$ cat src/rtl/apb_timer_bank.sv
// apb_timer_bank: multi-channel APB timer with prescalers, one-shot/periodic modes,
// channel cascading and a synchronous-start register.
module apb_timer_bank #(
  parameter int unsigned NumTimers    = 4,
  parameter int unsigned CntWidth     = 32,
  parameter int unsigned PrescWidth   = 8,
  parameter int unsigned ApbAddrWidth = 32
) (
  input  logic                    clk_i,
  input  logic                    rst_ni,
  input  logic                    psel_i,
  input  logic                    penable_i,
  input  logic                    pwrite_i,
  input  logic [ApbAddrWidth-1:0] paddr_i,
  input  logic [31:0]             pwdata_i,
  output logic [31:0]             prdata_o,
  output logic                    pready_o,
  output logic                    pslverr_o,
  output logic [NumTimers-1:0]    irq_o
);
  localparam logic [10:0] WinEnd = 11'(16 * NumTimers);
  logic [9:0] addr;
  logic [4:0] ch;
  logic [1:0] rsel;
  logic access, addr_err, wr, is_start, unused_bits;
  logic [31:0] rdata;
  logic [NumTimers-1:0] en_q, en_d, os_q, os_d, ie_q, ie_d, cs_q, cs_d, match_q, match_d;
  logic [PrescWidth-1:0] presc_q [NumTimers];
  logic [PrescWidth-1:0] presc_d [NumTimers];
  logic [PrescWidth-1:0] pc_q [NumTimers];
  logic [PrescWidth-1:0] pc_d [NumTimers];
  logic [CntWidth-1:0] cnt_q [NumTimers];
  logic [CntWidth-1:0] cnt_d [NumTimers];
  logic [CntWidth-1:0] cmp_q [NumTimers];
  logic [CntWidth-1:0] cmp_d [NumTimers];
  assign addr        = paddr_i[9:0];
  assign ch          = addr[8:4];
  assign rsel        = addr[3:2];
  assign access      = psel_i & penable_i;
  assign is_start    = addr == 10'h200;
  assign addr_err    = (addr[1:0] != 2'b00) || (addr > 10'h200) || (!addr[9] && {1'b0, addr} >= WinEnd);
  assign wr          = access & pwrite_i & ~addr_err;
  assign pready_o    = 1'b1;
  assign pslverr_o   = access & addr_err;
  assign irq_o       = match_q & ie_q;
  assign unused_bits = ^{paddr_i, pwdata_i};
  // Channels are evaluated in order so a match ripples down a cascade chain in the same cycle.
  always_comb begin
    logic sel, ctrl_wr, start_set, tick, ev, prev;
    sel = 1'b0;
    ctrl_wr = 1'b0;
    start_set = 1'b0;
    tick = 1'b0;
    ev = 1'b0;
    prev = 1'b0;
    en_d = en_q;
    os_d = os_q;
    ie_d = ie_q;
    cs_d = cs_q;
    match_d = match_q;
    presc_d = presc_q;
    pc_d = pc_q;
    cnt_d = cnt_q;
    cmp_d = cmp_q;
    for (int i = 0; i < NumTimers; i++) begin
      sel        = wr && !is_start && ch == 5'(i);
      ctrl_wr    = sel && rsel == 2'd0;
      start_set  = wr && is_start && pwdata_i[i];
      tick       = en_q[i] && (cs_q[i] ? prev : pc_q[i] == presc_q[i]);
      ev         = tick && cnt_q[i] == cmp_q[i];
      prev       = ev;
      en_d[i]    = ctrl_wr ? pwdata_i[0] : start_set ? 1'b1 : (ev && os_q[i]) ? 1'b0 : en_q[i];
      os_d[i]    = ctrl_wr ? pwdata_i[1] : os_q[i];
      ie_d[i]    = ctrl_wr ? pwdata_i[2] : ie_q[i];
      cs_d[i]    = ctrl_wr ? (pwdata_i[3] && i != 0) : cs_q[i];
      presc_d[i] = ctrl_wr ? pwdata_i[8 +: PrescWidth] : presc_q[i];
      pc_d[i]    = (ctrl_wr || start_set || !en_q[i] || cs_q[i] || tick) ? '0 : pc_q[i] + 1'b1;
      cnt_d[i]   = (sel && rsel == 2'd1) ? pwdata_i[CntWidth-1:0] : ev ? '0 : tick ? cnt_q[i] + 1'b1 : cnt_q[i];
      cmp_d[i]   = (sel && rsel == 2'd2) ? pwdata_i[CntWidth-1:0] : cmp_q[i];
      match_d[i] = ev || (match_q[i] && !(sel && rsel == 2'd3 && pwdata_i[0]));
    end
  end
  always_comb begin
    rdata = '0;
    if (is_start) rdata[NumTimers-1:0] = en_q;
    for (int i = 0; i < NumTimers; i++)
      rdata = (!is_start && ch == 5'(i)) ?
              (rsel == 2'd0 ? 32'({presc_q[i], 4'b0, cs_q[i], ie_q[i], os_q[i], en_q[i]}) :
               rsel == 2'd1 ? 32'(cnt_q[i]) :
               rsel == 2'd2 ? 32'(cmp_q[i]) : 32'({en_q[i], match_q[i]})) : rdata;
  end
  assign prdata_o = (access && !pwrite_i && !addr_err) ? rdata : '0;
  always_ff @(posedge clk_i or negedge rst_ni) begin
    if (!rst_ni) begin
      en_q    <= '0;
      os_q    <= '0;
      ie_q    <= '0;
      cs_q    <= '0;
      match_q <= '0;
      presc_q <= '{default: '0};
      pc_q    <= '{default: '0};
      cnt_q   <= '{default: '0};
      cmp_q   <= '{default: '0};
    end else begin
      en_q    <= en_d;
      os_q    <= os_d;
      ie_q    <= ie_d;
      cs_q    <= cs_d;
      match_q <= match_d;
      presc_q <= presc_d;
      pc_q    <= pc_d;
      cnt_q   <= cnt_d;
      cmp_q   <= cmp_d;
    end
  end
endmodule

$ cat config.mk
export PLATFORM = sky130hd
export DESIGN_NAME = apb_timer_bank
export DESIGN_NICKNAME = d
export VERILOG_FILES = /design/src/rtl/apb_timer_bank.sv
export SDC_FILE = /design/constraint.sdc
export NUM_CORES = 1
export LEC_CHECK = 0
export ABC_AREA = 1
export BUFFER_PORTS_ARGS = -buffer_cell sky130_fd_sc_hd__buf_2
export CORE_MARGIN = 4
export CORE_UTILIZATION = 58
export CTS_BUF_LIST = sky130_fd_sc_hd__clkbuf_16
export CTS_CLUSTER_DIAMETER = 50
export DETAILED_ROUTE_END_ITERATION = 6
export PLACE_DENSITY = 0.76
export RECOVER_POWER = 100
export SLEW_MARGIN = 20
export SYNTH_ARGS = -nofsm -noshare
export SYNTH_HDL_FRONTEND = slang
export SYNTH_SLANG_ARGS = --single-unit
$ cat constraint.sdc
create_clock -name clk_i -period 3.85 [get_ports clk_i]
set_clock_uncertainty 0.15 [all_clocks]
set_input_delay 0 -clock clk_i [delete_from_list [all_inputs] [get_ports clk_i]]
set_output_delay 0 -clock clk_i [all_outputs]
set_load 0.05 [all_outputs]
# Word-level counts from Yosys, hierarchy flattened
# Index checks and enable logic that the tools add are counted.
totals:
  regBits: 339
  output_inout_bits: 38
classes:
  bitwise_logic: 6
  n_mux: 49
  order_cmp: 2
  n_eq_ne: 15
  reduce_logical: 97
  n_addsub: 8
op_table:
  columns: ["op", "count"]
  rows:
  - ["$mux W32", 29]
  - ["$add A32 B1 Y32 const B", 4]
  - ["$eq A32 B32 Y1", 4]
  - ["$logic_and A1 B1 Y1", 53]
  - ["$add A8 B1 Y8 const B", 4]
  - ["$eq A8 B8 Y1", 4]
  - ["$mux W8", 4]
  - ["$reduce_bool A3 Y1", 8]
  - ["$logic_or A1 B1 Y1", 21]
  - ["$mux W1", 15]
  - ["$logic_not A1 Y1", 12]
  - ["$eq A10 B10 Y1 const B", 1]
  - ["$eq A5 B2 Y1 const B", 2]
  - ["$ge A10 B7 Y1 const B", 1]
  - ["$gt A10 B10 Y1 const B", 1]
  - ["$eq A5 B1 Y1 const B", 1]
  - ["$logic_not A5 Y1", 1]
  - ["$and A1 B1 Y1", 4]
  - ["$and A4 B4 Y4", 1]
  - ["$eq A2 B2 Y1 const B", 2]
  - ["$mux W4", 1]
  - ["$eq A2 B1 Y1 const B", 1]
  - ["$logic_not A2 Y1", 1]
  - ["$reduce_bool A2 Y1", 1]
  - ["$not A1 Y1", 1]

# Longest topological paths before layout
logic_depth:
  ltp_word: 16
  depth_mapped: 17
  ltp_nobuf: 17

# Least setup slack after synthesis
# OpenSTA, ideal clock, no wires.
synth_timing:
  kind: "input-to-output"
  from: "input paddr_i[2]"
  to: "output prdata_o[16]"
  arrival_ns: 3.520
  path_stages: 9
  setup_slack_ns: 0.180
  required_ns: 3.700
  cell_sequence: "buf_6 nor2_4 nand3_2 nor2_2 o21a_2 nand2_1 nor2_1 inv_2 a2111oi_0"
synth_between:
  elab_chain_cells: 9
  elab_cells_between_ends: 33
  classes_between: "order compare: 2; eq/ne: 3; mux: 17; reduce/logical: 11"
synth_lines:
  columns: ["item", "line_no", "rtl"]
  rows:
  - ["start, declared", "14", "input logic [ApbAddrWidth-1:0] paddr_i,"]
  - ["$eq A2 B2 Y1", "90", "rsel == 2'd2 ? 32'(cmp_q[i]) : 32'({en_q[i], match_q[i]})) : rdata;"]
  - ["$mux W32", "90", null]
  - ["$mux W32", "89", "rsel == 2'd1 ? 32'(cnt_q[i]) :"]
  - ["$mux W32", "88", "(rsel == 2'd0 ? 32'({presc_q[i], 4'b0, cs_q[i], ie_q[i], os_q[i], en_q[i]}) :"]
  - ["$mux W32 (4 in a row)", "87", "rdata = (!is_start && ch == 5'(i)) ?"]
  - ["$mux W32 (*)", "92", "assign prdata_o = (access && !pwrite_i && !addr_err) ? rdata : '0;"]
  - ["end, declared", "16", "output logic [31:0] prdata_o,"]
# Every way passes the cells marked *; elsewhere a longest branch is shown, timed or not.

# Worst setup path in the final report
layout_timing:
  from: "input paddr_i[7]"
  to: "output prdata_o[16]"
layout_between:
  elab_chain_cells: 8
  elab_cells_between_ends: 22
  classes_between: "order compare: 2; eq/ne: 4; mux: 5; reduce/logical: 11"
layout_lines:
  columns: ["item", "line_no", "rtl"]
  rows:
  - ["$eq A10 B10 Y1", "40", "assign is_start = addr == 10'h200;"]
  - ["$logic_not A1 Y1", "87", null]
  - ["$logic_and A1 B1 Y1", "87", null]
  - ["$mux W32 (4 in a row)", "87", null]
  - ["$mux W32 (*)", "92", null]
# Marks and branches as above.

==> flow_summary.ini <==
[global_route]
grt_max_degree = 104
grt_use_total = 0.4014
number_of_antenna_violations_at_the_first_check_in_global_routing = 6
grt_overflow_total = 0
first_global_vias = 21304
grt_first_pass_wirelength_um = 126100

[sta]
rsz0062_at_grt = no
max_slew.worst_pin.slew_ns = 1.970
tns_ns = 0
setup_violations = 0
fmax_ghz = 0.2675
hold_slack_ns = 0.06338
part_of_the_cycle_the_worst_path_needs = 0.9708
slew-limit-headroom = -0.3132
maxSlewViolCount = 200
timing.final.hold_violations = 0
fin_crit_ns = 3.738

[synthesis]
synth.lib_cells_used.distinct = 57
mappedNetlistArea_mm2 = 0.02164
yosys_register_bits = 339
yosys_warnings = 0
netlist.top_cell.by_area = dfrtp_1
seq_area_frac_synth = 0.3920
async_reset_ff_frac = 1.000
yosysTopAreaCellShare = 0.3920
mappedNetlistNets = 2976
number_of_enable_flip_flop_cells_after_synthesis = 0
ranking_of_synthesized_cells_by_area = dfrtp_1 (39%), nand2_1 (13%), o21ai_0 (6.5%), inv_1 (4.9%), xnor2_1 (4.0%)
synth_area_per_cell_um2 = 7.466
top_reg_cell_synth = dfrtp_1
postSynthCellCount = 2899

[critical_path]
cp_slowest_cell = a221oi_1
timing.critical_path.max_delay_family = buffers and inverters
end_kind = primary output
worstPathBufferInverterCount = 6
criticalPathCategory = in2out
arrival_ns = 3.59
max_stage_delay_ns = 0.76
cp_cell_instances = dlygate4sd3_1 -> buf_2 -> nor2_1 -> nand2_1 -> nor3_2 -> clkinv_1 -> buf_4 -> a221oi_1 -> a2111oi_0 -> buf_4 -> buf_12
crit_required_ns = 3.70
critPathLaunchType = input pin
biggest_fanout_along_the_worst_timing_path = 14
critical-path-top-cell-by-count = buf_4

[cells_and_area]
final_util = 0.6626
final_layout_size_suffix_gt1_frac = 0.08430
layout.cells.most_common = nand2_1
layout.cell_area.non_filler_mm2 = 0.02431
most_frequent_cells_in_the_layout = nand2_1 (740), dfrtp_1 (339), inv_1 (288), o21ai_0 (287), nand3_1 (164)
syn2layout_area_growth_pct = 12.34
layout.nets = 3053

[clock_tree]
cts.clk_slew.worst_paths_ns = 0.05
clk-insertion-delay-late_ns = 0.59
cts_htree_levels = 2
clock_path_buffers = 3
post_cts.repair.setup_buffers = 0
numClockSinks = 339
clock_tree_from_tritoncts = done
cts-root-buf = clkbuf_16
cts_made_buffers = 47

[floorplan]
die_width_um = 201.2
rows = 70
fp.coreArea_mm2 = 0.03670
boundaryPins = 107
floorplan.initialDensity = 0.5898
die_y_um = 201.2
die-area_mm2 = 0.04047

[routing]
firstDrtPassIters = 6
wl_um = 82790
num_vias = 22118
vias_per_cell = 6.347
post_drt_wl_per_cell_um = 23.76
drtIter0Drc = 2567
route.detailed.drc = 0
drtAntennaViolNets = 0

[run_status]
status = finished, violations left
violations = capacitance limit, slew limit

[placed_design]
port_buffers = 83
detailed_place.area_mm2 = 0.02246
place_hpwl_um = 59460
gp_congestion = 1.017

[min_path]
hold_path_class = in2reg

[power]
overall_power_consumption_mw = 8.374
powerDensity_mw_per_mm2 = 344.4
leak_pwr_nw = 10.62
vdd.ir_drop.worst_mv = 0.3810

[flow_run]
drv.max_cap_violation_count = 4
timing repair:
item	4_1_cts	5_1_grt
hold buffers	50	0
setup endpoints to repair	0	7
gates resized for setup	0	1
endpoints found under the hold margin	346	0
worst paths after layout:
kind	startpoint	endpoint	slack [ns]	cells after the start
max	paddr_i[7]	prdata_o[16]	0.11	11
min	psel_i	cnt_q[8]	0.06	8
max reg2reg	cnt_q[89]	cnt_q[25]	0.15	13
min reg2reg	presc_q[1]	presc_q[1]	0.34	2
max in group asynchronous	rst_ni	cmp_q[57]	0.69	4
min in group asynchronous	rst_ni	pc_q[13]	0.42	3
metal layers:
metal | wire length [µm] | GRT usage | vias up
met5 | 21 | 0 | -
met3 | 10040 | 0.1070 | 324
met2 | 36000 | 0.6085 | 1404
met4 | 5715 | 0.2224 | 4
met1 | 31010 | 0.5262 | 10443
li1 | - | - | 9943
through the flow:
stage / worst slack (ns) / cells
after global routing: 0.06824 / 3484
final: 0.1123 / 3485
after floorplan: 0.1802 / 2899
after global placement: 0.6954 / 3345
after detailed placement: 0.5905 / 3345
after CTS: 0.2568 / 3481
where the power goes:
| part | internal [mW] | leakage, nW | switching (mW) |
|---|---|---|---|
| registers | 3.57 | 4.56 | 0.0172 |
| clock network | 2.46 | 0.736 | 1.80 |
| logic | 0.117 | 5.32 | 0.396 |
worst min-delay path, stage by stage:
cell and delay (ns):
buf_2 0.10, nand2_1 0.07, inv_1 0.07, nand3_4 0.13, nor3_4 0.06, buf_4 0.18, nand2_1 0.07, nand3_1 0.07
final cells by class:
| type | count | area [µm²] |
|---|---|---|
| clock inverter | 39 | 331.6 |
| sequential | 339 | 8483 |
| fill | 3183 | 12380 |
| tap | 468 | 585.6 |
| inverter | 308 | 1156 |
| clock buffer | 47 | 1176 |
| multi-input combinational | 2100 | 11280 |
| antenna | 4 | 10.01 |
| timing repair buffer | 180 | 1289 |
synth_stat cells (21+ instances only):
library cell	n
a21oi_1	63
a211oi_1	22
o22ai_1	31
inv_1	283
nor4_1	27
o211ai_1	40
nor2_1	155
nor3_1	58
nand2_1	741
clkbuf_1	106
o21ai_0	283
xor2_1	93
inv_2	23
dfrtp_1	339
nand4_1	99
a221oi_1	21
o221ai_1	64
xnor2_1	100
nand3_1	163
flip-flops by register name, summed over array words and instances, names as in the netlist:
| signal | count |
|---|---|
| match_q | 4 |
| os_q | 4 |
| cs_q | 3 |
| pc_q | 32 |
| presc_q | 32 |
| cnt_q | 128 |
| ie_q | 4 |
| en_q | 4 |
| cmp_q | 128 |
kinds of logic (layout without fill, tap and decap cells):
kind of cell / count (synthesis) / count (layout) / share of synthesized area
other: 1 / 5 / 0.0001733
AND/OR/NAND/NOR: 1322 / 1322 / 0.2734
buffers and inverters: 460 / 574 / 0.08533
adder cells (fa/ha/maj): 8 / 8 / 0.004625
XOR/XNOR: 195 / 195 / 0.07960
AO/OA/AOI/OAI: 574 / 574 / 0.1649
flip-flops: 339 / 339 / 0.3920
Power figures use the tool's default switching activity.
